==> src/rtl/map_ss_seq.sv <==
// Save-state sequencer for one mapper. Freezes the mapper through ss_act and
// walks its state bytes. Save streams the ID byte followed by registers
// 0..REG_CNT-1 to the host. Load checks the ID byte first, then writes
// REG_CNT bytes back into the mapper.
module map_ss_seq #(
  parameter int REG_CNT = 18,
  parameter int ID_ADDR = 127,
  parameter int HOLD    = 2
) (
  input  logic       m2,
  input  logic       map_rst_n,
  input  logic       cmd_start,
  input  logic       cmd_load,
  input  logic       cmd_abort,
  output logic       busy,
  output logic       done,
  output logic       err,
  output logic [7:0] sv_dat,
  output logic       sv_valid,
  input  logic       sv_ready,
  input  logic [7:0] ld_dat,
  input  logic       ld_valid,
  output logic       ld_ready,
  output logic       ss_act,
  output logic       ss_we,
  output logic [7:0] ss_addr,
  output logic [7:0] ss_wdat,
  input  logic [7:0] ss_rdat
);

  typedef enum logic [2:0] {IDLE, ID_RD, SV_RD, SV_OUT, LD_ID, LD_WR, FIN, ERR} state_t;
  typedef enum logic [1:0] {WR_WAIT, WR_STROBE, WR_SETTLE} wr_ph_t;

  localparam logic [7:0] LAST      = 8'(REG_CNT);
  localparam logic [7:0] ID_A      = 8'(ID_ADDR);
  localparam logic [2:0] HOLD_LAST = 3'(HOLD - 1);

  state_t     state, state_nxt;
  wr_ph_t     wph;
  logic [7:0] idx, id_reg, dat;
  logic [2:0] hcnt;
  logic       load_mode;
  logic       hold_end;
  logic [7:0] idx_inc;

  assign hold_end = (hcnt == HOLD_LAST);
  assign idx_inc  = idx + 8'd1;
  // One data register serves both directions: captured read byte on save,
  // accepted load byte on load.
  assign sv_dat   = dat;
  assign ss_wdat  = dat;

  // State register.
  always_ff @(posedge m2 or negedge map_rst_n) begin
    // NOTE: sequential state uses non-blocking assignments so every flop
    // samples pre-edge values regardless of block ordering.
    if (!map_rst_n) state <= IDLE;
    else            state <= state_nxt;
  end

  // Next-state and per-state output decode; cmd_abort overrides every state.
  always_comb begin
    // NOTE: every output gets a default before the case so no path infers a latch.
    state_nxt = state;
    busy      = (state != IDLE);
    ss_act    = (state != IDLE);
    done      = 1'b0;
    sv_valid  = 1'b0;
    ld_ready  = 1'b0;
    ss_we     = 1'b0;
    ss_addr   = 8'h00;
    case (state)
      IDLE: if (cmd_start) state_nxt = ID_RD;
      ID_RD: begin
        ss_addr = ID_A;
        if (hold_end) state_nxt = load_mode ? LD_ID : SV_OUT;
      end
      SV_RD: begin
        ss_addr = idx;
        if (hold_end) state_nxt = SV_OUT;
      end
      SV_OUT: begin
        sv_valid = 1'b1;
        if (sv_ready) state_nxt = (idx == LAST) ? FIN : SV_RD;
      end
      LD_ID: begin
        ld_ready = 1'b1;
        if (ld_valid) state_nxt = (ld_dat == id_reg) ? LD_WR : ERR;
      end
      LD_WR: begin
        ss_addr  = idx;
        ld_ready = (wph == WR_WAIT);
        ss_we    = (wph == WR_STROBE);
        if (wph == WR_SETTLE && idx_inc == LAST) state_nxt = FIN;
      end
      FIN: begin
        done      = 1'b1;
        state_nxt = IDLE;
      end
      ERR:     state_nxt = IDLE;
      default: state_nxt = IDLE;
    endcase
    // Abort wins over any handshake: nothing is accepted or written this cycle.
    if (state != IDLE && cmd_abort) begin
      state_nxt = ERR;
      ss_we     = 1'b0;
      ld_ready  = 1'b0;
      done      = 1'b0;
    end
  end

  // Datapath: index, hold counter, captured bytes, write phase, sticky error.
  always_ff @(posedge m2 or negedge map_rst_n) begin
    if (!map_rst_n) begin
      idx       <= 8'h00;
      id_reg    <= 8'h00;
      dat       <= 8'h00;
      hcnt      <= 3'd0;
      wph       <= WR_WAIT;
      load_mode <= 1'b0;
      err       <= 1'b0;
    end else if (state == IDLE) begin
      if (cmd_start) begin
        load_mode <= cmd_load;
        err       <= 1'b0;
        idx       <= 8'h00;
        hcnt      <= 3'd0;
        wph       <= WR_WAIT;
      end
    end else if (cmd_abort) begin
      err  <= 1'b1;
      hcnt <= 3'd0;
      wph  <= WR_WAIT;
    end else begin
      case (state)
        ID_RD, SV_RD: begin
          if (hold_end) begin
            hcnt <= 3'd0;
            dat  <= ss_rdat;
            if (state == ID_RD) id_reg <= ss_rdat;
            else                idx    <= idx_inc;
          end else begin
            hcnt <= hcnt + 3'd1;
          end
        end
        LD_ID: if (ld_valid && ld_dat != id_reg) err <= 1'b1;
        LD_WR: begin
          case (wph)
            WR_WAIT: if (ld_valid) begin
              dat <= ld_dat;
              wph <= WR_STROBE;
            end
            WR_STROBE: wph <= WR_SETTLE;
            default: begin
              wph <= WR_WAIT;
              idx <= idx_inc;
            end
          endcase
        end
        default: ;
      endcase
    end
  end

endmodule

==> config.mk <==
export PLATFORM = sky130hd
export DESIGN_NAME = map_ss_seq
export DESIGN_NICKNAME = d
export VERILOG_FILES = /design/src/rtl/map_ss_seq.sv
export SDC_FILE = /design/constraint.sdc
export NUM_CORES = 1
export LEC_CHECK = 0
export CAP_MARGIN = 20
export CELL_PAD_IN_SITES_DETAIL_PLACEMENT = 2
export CELL_PAD_IN_SITES_GLOBAL_PLACEMENT = 2
export CORE_ASPECT_RATIO = 1.25
export CORE_MARGIN = 3
export CORE_UTILIZATION = 33
export DETAILED_ROUTE_END_ITERATION = 10
export PLACE_DENSITY = 0.95
export SETUP_SLACK_MARGIN = 0.3
export SLEW_MARGIN = 5
export SYNTH_ARGS = -nofsm -noshare
export SYNTH_HDL_FRONTEND = slang
export SYNTH_SLANG_ARGS = --single-unit
==> constraint.sdc <==
create_clock -name m2 -period 4.63 [get_ports m2]
set_clock_uncertainty 0.15 [all_clocks]
set_input_delay 0.926 -clock m2 [delete_from_list [all_inputs] [get_ports m2]]
set_output_delay 0.926 -clock m2 [all_outputs]
set_load 0.01 [all_outputs]
Word-level counts from Yosys, hierarchy flattened:

Index checks and enable logic that the tools add are counted.

* register bits: 34
* bits in latches: 0
* bits in writable memories: 0
* bits in read-only memories: 0
* input bits: 23
* output and inout bits: 31
* logic and storage cells: 111
* memories: 0

* add/sub/neg operators: 2
* multiply operators: 0
* divide/modulo/power cells: 0
* order comparisons: 0
* equality and inequality tests: 29
* shifts and indexed selects: 0
* multiplexer cells: 46
* bitwise operators: 2
* reductions and logical operators: 24

Operators by type and width (number)
* 8-bit 2-to-1 mux: 9
* 8-bit case mux with 2 select lines: 3
* 3-bit 2-to-1 mux: 14
* 3-bit != test (second input constant): 9
* 3-bit case mux with 7 select lines: 1
* 6-bit AND reduction: 3
* 3-bit nonzero test: 6
* 8-bit by 5-bit == test with 1-bit output (second input constant): 2
* 3-bit == test (second input constant): 4
* 2-bit 2-to-1 mux: 6
* 1-bit 2-to-1 mux: 11
* 8-bit by 1-bit adder with 8-bit output (second input constant): 1
* 8-bit == test: 1
* 2-bit != test (second input constant): 4
* 8-bit != test: 1
* 2-bit OR reduction: 4
* 3-bit by 1-bit == test with 1-bit output (second input constant): 2
* 3-bit by 2-bit == test with 1-bit output (second input constant): 2
* 3-bit AND reduction: 2
* 5-bit AND reduction: 1
* 4-bit by 3-bit != test with 1-bit output (second input constant): 1
* 2-bit case mux with 2 select lines: 1
* 2-bit AND reduction: 2
* 3-bit by 1-bit adder with 3-bit output (second input constant): 1
* other kinds (9): 12

Longest topological paths before layout:

Gate-level depths: netlist of run 1.

* depth in word-level cells: 6
* gate-level depth with buffers: 7
* gate-level depth less buffers: 6

Worst setup path after synthesis of run 1:

Ideal clock, no wire load.

* kind: input-to-output
* start: in cmd_abort
* end: out ss_we
* arrival: 1.414 ns
* data required time: 3.554 ns
* setup slack: 2.140 ns
* stages: 3
* path buffers: 1
* path through: clkbuf_8 nor2_1 and3_1

* longest elaborated chain between the ends: 2

Ends and longest elaborated chain
* start: declaration: RTL line 14 `input logic cmd_abort,`
* 1-bit logical AND: RTL line 104 `if (state != IDLE && cmd_abort) begin`
* 1-bit 2-to-1 mux: RTL line 104
* end: declaration: RTL line 25 `output logic ss_we,`

Every way passes these cells.

Final worst setup path of run 1:

Same ends and word-level chain as after synthesis.

==> results.cfg, run 1 <==
[outcome]
run_status = finished clean

[synth]
yosys_warnings = 0
syn_avg_cell_area_um2 = 9.18
synthSimpleGateAreaFrac_pct = 19.6
synth_top_family_by_area = compound AO/OA/AOI/OAI gates
synth_area_um2 = 2410
syn_inst = 262
ys_ff_latch = 34
synth_xor_area_share_pct = 5.88
ys_seq_area_share_pct = 35.4
synthArstFlopShare_pct = 100
synth.distinct_cells = 55
synth_adder_area_share_pct = 1.56
synth-edff-count = 0
syn-num-nets = 288
synth_compound_area_share_pct = 19.8
synth_ff_type = dfrtp_1
muxShareOfSynthArea_pct = 8.79

[pwr]
p_total_uw = 1740
leakage_uw = 0.00130
vdd_drop_max_uv = 156
p_per_area_nw_per_um2 = 580

[layout]
area_growth_pct = 24.4
final_cell_mix = clkdlybuf4s50_1, nand2_1, dfrtp_1
layout_commonest_cell = clkdlybuf4s50_1
antenna_cells = 0
nets = 331
fin_util_pct = 42.7
drive_gt1_share_pct = 11.8
fin_area_um2 = 2990
fill_cells = 767

[drt]
antenna_left = 0
num_vias = 2202
first_pass_iters = 7
first_iter_violations = 118
drt-wirelength-per-cell_um = 23.0
route.detailed.drc = 0
routed_wl_mm = 9.10
vias_per_cell = 5.56

[global_route]
grt_overflow_total = 0
antenna_found_initial = 0
track_usage_pct = 23.7
grt_max_degree = 35
grt_pass1_vias = 2511
grt_pass1_wl_mm = 14.7

[clocking]
cts_buffer_depth = 2
insertion_delay_ns = 0.30
post_cts_buffers = 0
cts.reportedPaths.clkPinSlew_ns = 0.07
numCtsBuffers = 5
ctsHoldBuffers = 0
htree_levels = 2
cts_resized = 0
cts.sinks = 34
cts_tree = done
ctsRootBufferMaster = clkbuf_8

[floorplan]
die_area_um2 = 8360
dieWidth_um = 82.4
io_pins = 54
start_util_pct = 34.3
core_um2 = 7020
die_h_um = 101
rows = 34

[worst_setup_path]
endpoint_kind = output port
r2r_start = state[2]
crit_fanout = 10
worst-setup-path-type = input port to output port
reg2reg_depth = 5
start_kind = input port
crit_top_cell = clkdlybuf4s50_1
cpPeakStageDelay_ns = 0.54
timing.rr.end = ss_wdat[7]
r2r_setup_slack_ns = 2.00
slowest_stage = clkdlybuf4s50_1
cp_cell_sequence = clkdlybuf4s50_1, buf_4, nor2_1, and3_1, clkdlybuf4s50_1
worst_ep_arrival_time_ns = 2.72
required_ns = 3.55

[min_path]
hold_path.startpoint = err
worst_hold_path.endpoint = err
hold_path_class = flip-flop to flip-flop
worstHoldPathCells = 2

[timing]
final-hold-violation-count = 0
period_needed_ns = 3.79
max_freq_ghz = 0.264
rsz0062_at_grt = false
fin_tns_setup_ns = 0
tightest_slew_ns = 0.823
drv_slew = 0
fin_crit_sh_pct = 82.0
maxSlewHeadroom_pct = 44.9
setup_viol_count_final = 0

[place]
post-dp-hpwl_mm = 6.18
placed_cell_area_um2 = 2900
place_congestion = 0.759
io_buffers = 53

[run]
maxCapViolCount = 0
## through the flow
stage / cells / setup WS, ns / hold WS, ns
after global routing: 396 / 0.722 / 0.412
after detailed placement: 388 / 0.965 / 0.359
after CTS: 396 / 0.885 / 0.390
final: 396 / 0.835 / 0.375
after global placement: 388 / 1.01 / 0.319
after floorplan: 262 / 2.14 / 0.327
## how the worst max path moves through the flow
stage,cells past startpoint,endpoint,startpoint
2_1_floorplan,3,ss_we,cmd_abort
3_3_place_gp,5,ss_we,cmd_abort
3_5_place_dp,5,ss_we,cmd_abort
4_1_cts,5,ss_we,cmd_abort
5_1_grt,4,ss_addr[0],state[2]
6_report,5,ss_we,cmd_abort
## cell type report
| type | instances | area (um2) | share of cell area [%] |
|---|---|---|---|
| Tap cell | 90 | 113 | 3.76 |
| Timing Repair Buffer | 57 | 561 | 18.7 |
| Inverter | 10 | 37.5 | 1.25 |
| Clock inverter | 2 | 12.5 | 0.418 |
| Clock buffer | 6 | 82.6 | 2.76 |
| Multi-Input combinational cell | 197 | 1340 | 44.7 |
| Sequential cell | 34 | 851 | 28.4 |
## layer usage
metal / vias up / part of all wire [%] / global-route usage [%] / routed length (um)
li1: 1003 / - / - / -
met1: 1130 / 39 / 27.1 / 3510
met2: 45 / 55 / 43.2 / 5050
met3: 24 / 1.9 / 2.31 / 176
met4: 0 / 4.0 / 10.9 / 363
met5: - / 0 / 0 / 0
## power by group
group          total [uW]  leakage (uW)  switching, uW  internal (uW)
clock                 247     0.0000472            127            120
combinational         940      0.000815            513            427
sequential            549      0.000439            152            397
## critical path, delay by kind of cell
| family | cells | cell delay [ns] |
|---|---|---|
| buf+inv | 3 | 1.29 |
| simple gates | 2 | 0.50 |
## logic make-up after synthesis
logic type | after synthesis
AOI/OAI and AO/OA | 68
muxes | 20
adders and majority gates | 3
xor gates and xnor gates | 14
buffers and inverters | 31
DFF | 34
and+or+nand+nor | 92
## Yosys cell counts (4+ instances only)
master	count	area, um2
o21ai_0	30	150
nor3_1	6	30.0
nand2_1	42	158
inv_1	10	37.5
xor2_1	12	105
buf_4	10	75.1
mux2i_1	11	110
nand2b_1	6	37.5
buf_6	4	45.0
nor2_1	14	52.6
dfrtp_1	34	851
mux2_2	9	101
nand3_1	5	25.0
a21oi_1	7	35.0
(Power assumes the default switching activity.)
==> inputs of run 2 (changes only) <==
- CORE_UTILIZATION: 33 -> 30
- PLACE_DENSITY: 0.95 -> 0.91
- clock period: 4.63 -> 3.78 ns (I/O delays scaled with it)
==> run 2 against run 1 <==
Effect of this change:
- wire length is 13% lower
- combinational power increased by 22%
- global-route usage is 5.7 points lower
- sequential cell count stayed put
- non-clock buffer count increased by 2
- critical path type is now flip-flop to output port
- register-to-register slack got worse by 0.51 ns
==> results.cfg, run 2 (same netlist as run 1, synthesis figures left out) <==
[timing]
fin_crit_sh_pct = 84.1
fin_tns_setup_ns = 0
final-hold-violation-count = 0
maxSlewHeadroom_pct = 48.8
rsz0062_at_grt = false
setup_viol_count_final = 0
worst_hold_slack_ns = 0.363
tightest_slew_ns = 0.766
period_needed_ns = 3.18
max_freq_ghz = 0.315
drv_slew = 0

[min_path]
hold_path_class = flip-flop to flip-flop

[worst_setup_path]
slowest_stage = clkdlybuf4s50_1
worst-setup-path-type = flip-flop to output port
start_kind = flip-flop
cpPeakStageDelay_ns = 0.56
crit_top_cell = o21ai_0
worst_ep_arrival_time_ns = 2.27
crit_buf_inv = 2
crit_family = buffers and inverters
crit_fanout = 20
cp_cell_sequence = buf_4, nor2b_1, o21ai_0, o21ai_0, clkdlybuf4s50_1
required_ns = 2.87
endpoint_kind = output port

[floorplan]
rows = 35
die_area_um2 = 9140
core_um2 = 7580
dieWidth_um = 86.1
io_pins = 54
die_h_um = 106
start_util_pct = 31.8

[layout]
drive_gt1_share_pct = 12.7
seqCellArea_um2 = 851
multi_input_area_um2 = 1340
nets = 333
fill_cells = 840
fin_area_um2 = 3010
antenna_cells = 0
instances_no_fill = 400
final_cell_mix = clkdlybuf4s50_1, nand2_1, dfrtp_1
layout_commonest_cell = clkdlybuf4s50_1
fin_util_pct = 39.8
area_growth_pct = 25.3

[pwr]
p_per_area_nw_per_um2 = 695
vdd_drop_max_uv = 234
leakage_uw = 0.00131

[place]
place_congestion = 0.765
io_buffers = 53
post-dp-hpwl_mm = 5.83
dp.cells = 392
placed_cell_area_um2 = 2920

[drt]
route.detailed.drc = 0
num_vias = 2149
first_iter_violations = 146
routed_wl_mm = 7.88
first_pass_iters = 4
vias_per_cell = 5.37
drt-wirelength-per-cell_um = 19.7
antenna_left = 0

[clocking]
cts_buffer_depth = 2
ctsRootBufferMaster = clkbuf_8
cts_tree = done
htree_levels = 2
insertion_delay_ns = 0.29
cts.sinks = 34
numCtsBuffers = 5
cts.reportedPaths.clkPinSlew_ns = 0.08

[global_route]
grt_pass1_vias = 2390
antenna_found_initial = 0
grt_pass1_wl_mm = 13.0
grt_max_degree = 35
track_usage_pct = 18.0
grt_overflow_total = 0

[run]
maxCapViolCount = 0

[outcome]
run_status = finished clean
[run 2: what timing repair did]
item / in CTS / in global routing
setup endpoints to repair: 0 / 1
hold buffers: 0 / 0
gates resized for setup: 0 / 1
setup buffers: 0 / 0
[run 2: tightest hold or removal path, stage by stage (launching register included)]
cell and delay (ns):
dfrtp_1 0.36, nand2_1 0.05, o21ai_0 0.07
[run 2: layout make-up]
cell class | count | share of cell area (%)
clock inverters | 2 | 0.415
inverters | 10 | 1.25
multi-input cells | 197 | 44.5
repair buffers | 59 | 19.1
clock buffers | 6 | 2.74
flip-flops and latches | 34 | 28.2
well taps | 92 | 3.82
[run 2: worst paths after layout]
check	startpoint	to	slack [ns]	depth (start not counted)
hold / removal	err	err	0.36	2
setup / recovery	state[0]	ss_addr[0]	0.60	5
setup reg to reg	state[2]	idx[7]	1.49	6
max in group asynchronous	map_rst_n	id_reg[4]	2.42	2
hold reg to reg	err	err	0.36	2
min in group asynchronous	map_rst_n	ss_wdat[6]	0.73	2
[run 2: per-layer routing]
metal / up-vias / GRT usage (%) / part of all wire (%)
li1: 1015 / - / -
met1: 1103 / 21.6 / 42
met2: 23 / 32.9 / 55
met3: 8 / 1.94 / 1.5
met4: 0 / 5.43 / 1.4
met5: - / 0 / 0
[run 2: metrics by stage]
step | power (uW) | worst slack (ns)
5_1_grt | 2240 | 0.456
6_report | 2100 | 0.602
4_1_cts | 2120 | 0.430
3_3_place_gp | 1720 | 0.688
2_1_floorplan | 1400 | 1.63
3_5_place_dp | 1800 | 0.667
[run 2: where the power goes]
part | total [uW] | switching, uW | internal (uW)
clock network | 301 | 154 | 147
logic | 1150 | 619 | 536
registers | 640 | 153 | 487
total | 2100 | 926 | 1170
